**config.mk**
```make
export PLATFORM = sky130hd
export DESIGN_NAME = uart_tx_arbiter
export DESIGN_NICKNAME = d
export VERILOG_FILES = /design/src/rtl/uart_tx_arbiter.sv
export SDC_FILE = /design/constraint.sdc
export NUM_CORES = 1
export LEC_CHECK = 0
export ABC_AREA = 1
export BUFFER_PORTS_ARGS = -buffer_cell sky130_fd_sc_hd__buf_2
export CAP_MARGIN = 0
export CORE_UTILIZATION = 39
export DETAILED_ROUTE_END_ITERATION = 8
export PLACE_DENSITY_LB_ADDON = 0.1
export REMOVE_ABC_BUFFERS = 1
export SYNTH_ARGS = -nofsm -noshare
export SYNTH_HDL_FRONTEND = slang
export SYNTH_SLANG_ARGS = --single-unit
```
**constraint.sdc**
```tcl
create_clock -name clk -period 1.9 [get_ports clk]
set_input_delay 0.095 -clock clk [delete_from_list [all_inputs] [get_ports clk]]
set_output_delay 0.095 -clock clk [all_outputs]
set_load 0.03 [all_outputs]
```
**src/rtl/uart_tx_arbiter.sv**
```systemverilog
// Round-robin arbiter feeding a single UART transmitter: one requester's byte is
// latched per grant and serialised as start + DATA_BITS (LSB first) + STOP_BITS.
module uart_tx_arbiter #(
    parameter int NUM_REQ   = 4,
    parameter int DATA_BITS = 8,
    parameter int STOP_BITS = 1
) (
    input  logic                           clk,
    input  logic                           rst_n,
    input  logic                           baud_tick,
    input  logic [NUM_REQ-1:0]             req,
    input  logic [NUM_REQ*DATA_BITS-1:0]   data_in,
    output logic [NUM_REQ-1:0]             ack,
    output logic [$clog2(NUM_REQ)-1:0]     grant_id,
    output logic                           busy,
    output logic                           done,
    output logic                           tx
);
    localparam int GW = $clog2(NUM_REQ);
    localparam int CW = $clog2(DATA_BITS);
    localparam int SW = (STOP_BITS > 1) ? $clog2(STOP_BITS) : 1;

    localparam logic [2:0] S_IDLE  = 3'd0;
    localparam logic [2:0] S_ALIGN = 3'd1;
    localparam logic [2:0] S_START = 3'd2;
    localparam logic [2:0] S_DATA  = 3'd3;
    localparam logic [2:0] S_STOP  = 3'd4;

    logic [2:0]           state_q, state_d;
    logic                 tx_q, tx_d;
    logic                 busy_q, busy_d;
    logic                 done_q, done_d;
    logic [NUM_REQ-1:0]   ack_q, ack_d;
    logic [GW-1:0]        grant_q, grant_d;
    logic [GW-1:0]        last_q, last_d;
    logic [DATA_BITS-1:0] shift_q, shift_d;
    logic [CW-1:0]        bit_cnt_q, bit_cnt_d;
    logic [SW-1:0]        stop_cnt_q, stop_cnt_d;
    logic [GW-1:0]        win;

    // Walk from the farthest to the nearest candidate so the nearest asserting
    // requester after last_grant overwrites the others.
    function automatic logic [GW-1:0] rr_pick(input logic [NUM_REQ-1:0] r,
                                              input logic [GW-1:0] last);
        logic [GW-1:0] pick;
        int            idx;
        pick = '0;
        for (int k = NUM_REQ; k >= 1; k--) begin
            idx = (int'(last) + k) % NUM_REQ;
            if (r[idx]) pick = GW'(idx);
        end
        return pick;
    endfunction

    always_comb begin
        state_d    = state_q;
        tx_d       = tx_q;
        busy_d     = busy_q;
        done_d     = 1'b0;
        ack_d      = '0;
        grant_d    = grant_q;
        last_d     = last_q;
        shift_d    = shift_q;
        bit_cnt_d  = bit_cnt_q;
        stop_cnt_d = stop_cnt_q;
        win        = rr_pick(req, last_q);
        case (state_q)
            // A tick on the grant edge is deliberately ignored; ALIGN waits for the next one.
            S_IDLE: begin
                if (|req) begin
                    shift_d    = data_in[int'(win)*DATA_BITS +: DATA_BITS];
                    ack_d[win] = 1'b1;
                    grant_d    = win;
                    last_d     = win;
                    busy_d     = 1'b1;
                    state_d    = S_ALIGN;
                end
            end
            S_ALIGN: begin
                if (baud_tick) begin
                    tx_d    = 1'b0;
                    state_d = S_START;
                end
            end
            S_START: begin
                if (baud_tick) begin
                    tx_d      = shift_q[0];
                    bit_cnt_d = '0;
                    state_d   = S_DATA;
                end
            end
            S_DATA: begin
                if (baud_tick) begin
                    if (bit_cnt_q == CW'(DATA_BITS-1)) begin
                        tx_d       = 1'b1;
                        stop_cnt_d = '0;
                        state_d    = S_STOP;
                    end else begin
                        shift_d   = shift_q >> 1;
                        tx_d      = shift_q[1];
                        bit_cnt_d = bit_cnt_q + CW'(1);
                    end
                end
            end
            S_STOP: begin
                if (baud_tick) begin
                    if (stop_cnt_q == SW'(STOP_BITS-1)) begin
                        done_d  = 1'b1;
                        busy_d  = 1'b0;
                        state_d = S_IDLE;
                    end else begin
                        stop_cnt_d = stop_cnt_q + SW'(1);
                    end
                end
            end
            default: state_d = S_IDLE;
        endcase
    end

    // Asynchronous reset forces the line idle at once, dropping any frame in flight.
    always_ff @(posedge clk or negedge rst_n) begin
        if (!rst_n) begin
            state_q    <= S_IDLE;
            tx_q       <= 1'b1;
            busy_q     <= 1'b0;
            done_q     <= 1'b0;
            ack_q      <= '0;
            grant_q    <= '0;
            last_q     <= GW'(NUM_REQ-1);
            shift_q    <= '0;
            bit_cnt_q  <= '0;
            stop_cnt_q <= '0;
        end else begin
            state_q    <= state_d;
            tx_q       <= tx_d;
            busy_q     <= busy_d;
            done_q     <= done_d;
            ack_q      <= ack_d;
            grant_q    <= grant_d;
            last_q     <= last_d;
            shift_q    <= shift_d;
            bit_cnt_q  <= bit_cnt_d;
            stop_cnt_q <= stop_cnt_d;
        end
    end

    assign ack      = ack_q;
    assign grant_id = grant_q;
    assign busy     = busy_q;
    assign done     = done_q;
    assign tx       = tx_q;
endmodule

```
# Word level (Yosys, flattened, before mapping)
# Cells that the tools add are included.
[totals] in_bits=39 regBits=26
[op_classes] n_reduce_logical=19 order_cmp=6 addsub=6 n_shift=1 mux=53 eq_ne=13 n_bitwise=4
[ops] cell="variable part select 32 x 6 -> 8 bit" count=1
[ops] cell="two-way mux 3 bit" count=10
[ops] cell="two-way mux 8 bit" count=3
[ops] cell="two-way mux 1 bit" count=23
[ops] cell="AND reduction 4 bit" count=5
[ops] cell="< comparator 3 x 4 -> 1 bit (second input constant)" count=4
[ops] cell="!= test 2 bit (second input constant)" count=8
[ops] cell="case mux 8 bit (2 select lines)" count=1
[ops] cell="case mux 3 bit (5 select lines)" count=1
[ops] cell="binary-select mux 1 bit (select 2 bit)" count=4
[ops] cell="two-way mux 2 bit" count=4
[ops] cell="two-way mux 4 bit" count=2
[ops] cell="nonzero test 2 bit" count=4
[ops] cell="OR reduction 2 bit" count=4
[ops] cell="AND reduction 7 bit" count=1
[ops] cell="equality test 3 x 2 -> 1 bit (second input constant)" count=2
[ops] cell="equality test 3 bit (second input constant)" count=2
[ops] cell="case mux 3 bit (2 select lines)" count=1
[ops] cell="adder 2 x 1 -> 2 bit (second input constant)" count=2
[ops] cell="adder 2 bit (second input constant)" count=2
[ops] cell="AND 1 bit (first input constant)" count=4
[ops] cell="case mux 1 bit (2 select lines)" count=2
[ops] cell="OR reduction 4 bit" count=1
[ops] cell="adder 3 x 1 -> 3 bit (second input constant)" count=1
[ops] cell="other kinds (10)" count=10

# Longest topological paths before layout
[depth] depth_word=16 depth_mapped=16

# Least setup slack after synthesis
# OpenSTA, ideal clock, no wires.
[synth_path] path_type="reg2reg" start="register last_q[0]" end="register shift_q[4]" setup_slack_ns=0.218 stages_incl_launch_ff=16 required_time_ns=1.784 arrival_ns=1.566 cell_sequence="dfstp_2 -> buf_6 -> nand2_1 -> o21ai_1 -> nand2_1 -> nand2_1 -> inv_1 -> nand2_1 -> nand2_2 -> nand2_2 -> buf_4 -> nand2_1 -> nand3_1 -> nand3_1 -> nand2_1 -> nand2_1"
[synth_via] elab_chain_cells=11
[synth_lines] element="start, declared" line_no="35" text="logic [GW-1:0] last_q, last_d;"
[synth_lines] element="start signal, assigned" line_no="129" text="last_q <= GW'(NUM_REQ-1);"
[synth_lines] element="start signal, assigned" line_no="140" text="last_q <= last_d;"
[synth_lines] element="adder 2 x 1 -> 2 bit" line_no="49" text="idx = (int'(last) + k) % NUM_REQ;"
[synth_lines] element="binary-select mux 1 bit (select 2 bit)" line_no="50" text="if (r[idx]) pick = GW'(idx);"
[synth_lines] element="two-way mux 1 bit (not written as such) (2 in series)" line_no="50"
[synth_lines] element="two-way mux 2 bit (3 in series)" line_no="50"
[synth_lines] element="two-way mux 2 bit (*)" line_no="50"
[synth_lines] element="variable part select 32 x 6 -> 8 bit (*)" line_no="71" text="shift_d = data_in[int'(win)*DATA_BITS +: DATA_BITS];"
[synth_lines] element="two-way mux 8 bit (*)" line_no="70" text="if (|req) begin"
[synth_lines] element="case mux 8 bit (2 select lines) (*)" line_no="67" text="case (state_q)"
[synth_lines] element="end signal, assigned" line_no="141" text="shift_q <= shift_d;"
[synth_lines] element="end, declared" line_no="36" text="logic [DATA_BITS-1:0] shift_q, shift_d;"
# Every way passes the cells marked *; elsewhere a longest branch is shown, timed or not. The select of a mux whose other input is x is not followed.
# A chain may end at the register's enable or synchronous reset.

# Worst setup path after layout
[layout_path] start="register last_q[0]" end="register shift_q[2]"
# The elaborated chain is that of the path after synthesis.

==> run summary <==
The run finished with clean final reports. In this run the biggest area consumer among cell types represents 32.3% of the synthesized area. The HPWL after detailed placement is 2840 um. After floorplanning, the core was divided into 23 placement rows. Number of filler cells placed in the layout: 425. The sequential cells in the finished layout cover a total of 629 um2.

The routed design could run at a clock period as short as 1.84 ns. The tools report the wire length of the first global-routing pass as 6440 um. The area occupied by multi-input gates was 900 um2; the fraction of final layout cells with drive strength greater than 1 was 29.4%. After synthesis the netlist holds a flip-flop and latch count of 25. The adder-cell share of the synthesized area came out at 1.47%.

Residual overflow from global routing: 0. TritonCTS built the clock tree. Wires add up to 3880 um. Once detail routing completed, the nets flagged for antenna violations numbered 0. The post-synthesis cell count is 254, and the starting density of the core is 41.7%. The largest individual stage delay along the critical path comes from the cell sky130_fd_sc_hd__dfstp_2.

The most instantiated library cell after synthesis was sky130_fd_sc_hd__nand2_1. Measured against its own limit, the worst slew margin works out to 62.3%. The remaining routing DRC violations was 0; the multiplexer fraction of the synthesized cell area was 0.660%. For this design, the sink count on the clock tree is 25. The run gives 36.9% as the sequential fraction of the synthesis area. The tightest min-delay check is of the in2reg type. The largest stage delay on the critical path was 0.64 ns; the power density normalized to cell area was 1910 nW/um2. The tools report the total number of yosys warnings as 0. For the data arrival time at the worst-slack endpoint, the log shows 2.01 ns. The H-tree depth reported by CTS came out at 1.

The clock passes through at most 2 buffers. In the final timing run, aggregate negative setup slack is 0 ns. The mapped netlist covers 1710 um2. The count of pins on the block boundary was 48. By instance count, the cell type seen most on the critical path is sky130_fd_sc_hd__nand2_1. Setup repair after global routing could not meet its margin everywhere. The number of global-route vias before repair was 1527; the routed wirelength normalized by instance count was 10.8 um.

Dominant combinational cell family by area after synthesis: simple AND/OR/NAND/NOR gates. After detailed placement, the design holds a cell count of 351. The number of CTS-inserted buffers is 3, and the port buffer count is 47.

The synthesized netlist devotes 43.1% of its cell area to simple gates. The clock insertion delay at the later pin of the skew report was 0.27 ns; the setup slack at placement was 0.00939 ns. After clock tree synthesis, the clock-pin slew on the worst setup and hold paths is 0.09 ns. The repair_antennas step left the layout with diodes totalling 0. Synthesized area per cell: 6.71 um2.

The run gives 28 as the number of distinct library cell variants in the gate-level netlist after synthesis. The fraction of synthesized cell area in xor and xnor cells is 0%. The run gives 26 as the largest net degree at the start of global routing. The core area was 4090 um2; the peak fanout along the critical path was 12. Across all hold checks on the routed design, the worst slack comes to 0.113 ns.

Of all cell types, the one taking the most synthesized area is sky130_fd_sc_hd__dfrtp_1. IR analysis of the VDD net gives a maximum drop of 746 uV. The worst setup path is captured at a flip-flop. The number of max-cap violations came out at 0.

CTS placed an instance of sky130_fd_sc_hd__clkbuf_8 at the clock tree root. For the worst setup slack for register-to-register paths, the log shows 0.06 ns. Hold violation count in the final report: 0. The initial antenna violation count is 0.

For this run, the leading register cell type out of synthesis is sky130_fd_sc_hd__dfrtp_1. Summed over all cells, the static leakage comes to 1.26 nW. The setup-violating endpoint count in the final report is 0, and the DRC marker count from the first detailed-route iteration is 54.

For the final database, setup skew stands at 0.00706 ns. The part of the cycle the worst path needs is 97.0%. The first detailed-routing pass ran for 4 iterations. The logs give 0.753 for the final weighted congestion in routability-driven placement and 4640 um2 for the die footprint. The class of the most critical setup path is reg2reg.

For this run, the number of standard cells in the final layout without fillers is 359. Summing the areas of all compound-gate instances in the mapped netlist gives 4.55% of the synthesized area. At the end of the flow, the number of nets in the layout was 351. Timing would allow up to 0.542 GHz. The slew at the pin with the worst max-slew slack came out at 0.565 ns.

The global router's overall resource usage was 18.4%. STA classifies the critical path startpoint as a flip-flop. The area growth from synthesis to layout is 25.5%.

For the minimum setup slack in the final design, the log shows 0.0562 ns. The signal on the critical path passes through nand2_1, o21ai_2, nand2_1, nand2_1, inv_2, nand3_2, buf_6, nand3_1, nand3_1, nand3_1, nand2_1, nand2_1. For the final max-slew violation count, the log shows 0.

Counting flops with a built-in enable in the synthesized netlist gives 0. Using the TritonRoute via totals, the vias-per-cell ratio works out to 4.82. The floorplan step set the die width to 68.1 um. By area the synthesized netlist is led by sky130_fd_sc_hd__dfrtp_1, sky130_fd_sc_hd__nand2_1, sky130_fd_sc_hd__nand3_1, sky130_fd_sc_hd__inv_1, sky130_fd_sc_hd__nor2_1. Summing over every cut layer, the via total after detailed routing is 1731. The share of synthesized registers carrying an async set or reset came out at 100%. The total power draw is 4.09 mW. STA puts the critical path data required time at 2.06 ns. The die height is 68.1 um.

By count the netlist is led by sky130_fd_sc_hd__nand2_1, sky130_fd_sc_hd__nand3_1, sky130_fd_sc_hd__inv_1, sky130_fd_sc_hd__nor2_1, sky130_fd_sc_hd__dfrtp_1.
==> sequential cells by signal (all words and copies together) (netlist names) <==
register / cells
shift_q: 8
ack: 4
bit_cnt_q: 3
state_q: 3
grant_id: 2
last_q: 2
busy: 1
done: 1
tx: 1
==> path summary, 6_finish.rpt <==
kind                            start         end  cells past startpoint
max                         last_q[0]  shift_q[2]                     12
min                         baud_tick  state_q[2]                      2
max reg2reg                 last_q[0]  shift_q[2]                     12
min reg2reg                shift_q[6]  shift_q[6]                      2
max in group asynchronous       rst_n          tx                      2
min in group asynchronous       rst_n      ack[1]                      2
==> per-stage QoR <==
step	utilization [%]	cell area [um2]
after CTS	50.5	2060
final	52.4	2140
after floorplan	-	1640
after global routing	52.4	2140
after detailed placement	49.0	2000
after global placement	49.0	2000
==> cells by family after synthesis <==
| kind of cell | Yosys count |
|---|---|
| AND/OR/NAND/NOR | 162 |
| buffers and inverters | 51 |
| flip-flops | 25 |
| AO/OA/AOI/OAI | 13 |
| adder cells (fa/ha/maj) | 2 |
| multiplexers | 1 |
==> metal layers <==
layer	vias up	share of wire (%)	GRT usage, %
li1	908	-	-
met1	766	46	22.5
met2	50	48	32.4
met3	7	5.2	4.00
met4	0	1.1	4.95
met5	-	0	0
==> worst max-delay path, delay by kind of cell, from the launching register on <==
family                 cells  cell delay (ns)
and+or+nand+nor            9             0.80
AOI/OAI and AO/OA          1             0.10
DFF                        1             0.64
buffers and inverters      2             0.21
==> cells in the final DEF (no fill, tap or decap), drive strengths merged, types with 3 or more instances in the layout <==
master  count
nand2      85
buf        58
nand3      43
inv        43
nor2       26
dfrtp      22
o21ai       7
nor3        6
clkbuf      3
dfstp       3
==> report_power, final <==
part	switching, mW	internal (mW)
Combinational	1.74	1.08
Sequential	0.169	0.795
Clock	0.168	0.147
Total	2.07	2.02
==> area by class of cell <==
type,instances,area share (%)
Inverter,43,7.66
Clock buffer,3,1.93
Sequential cell,25,29.4
Multi-Input combinational cell,178,42.0
Timing Repair Buffer,59,15.8
Clock inverter,1,0.234
Tap cell,50,2.92
==> timing repair <==
item                                    in CTS  in global routing
cloned                                       0                  1
buffers inserted                             0                  2
endpoints found under the setup margin       6                  9
pin swaps                                    0                 11
hold buffers                                 1                  0
endpoints found under the hold margin       22                  0
gates resized for setup                      1                 17
No activity file was read; power rests on OpenSTA's default activity.
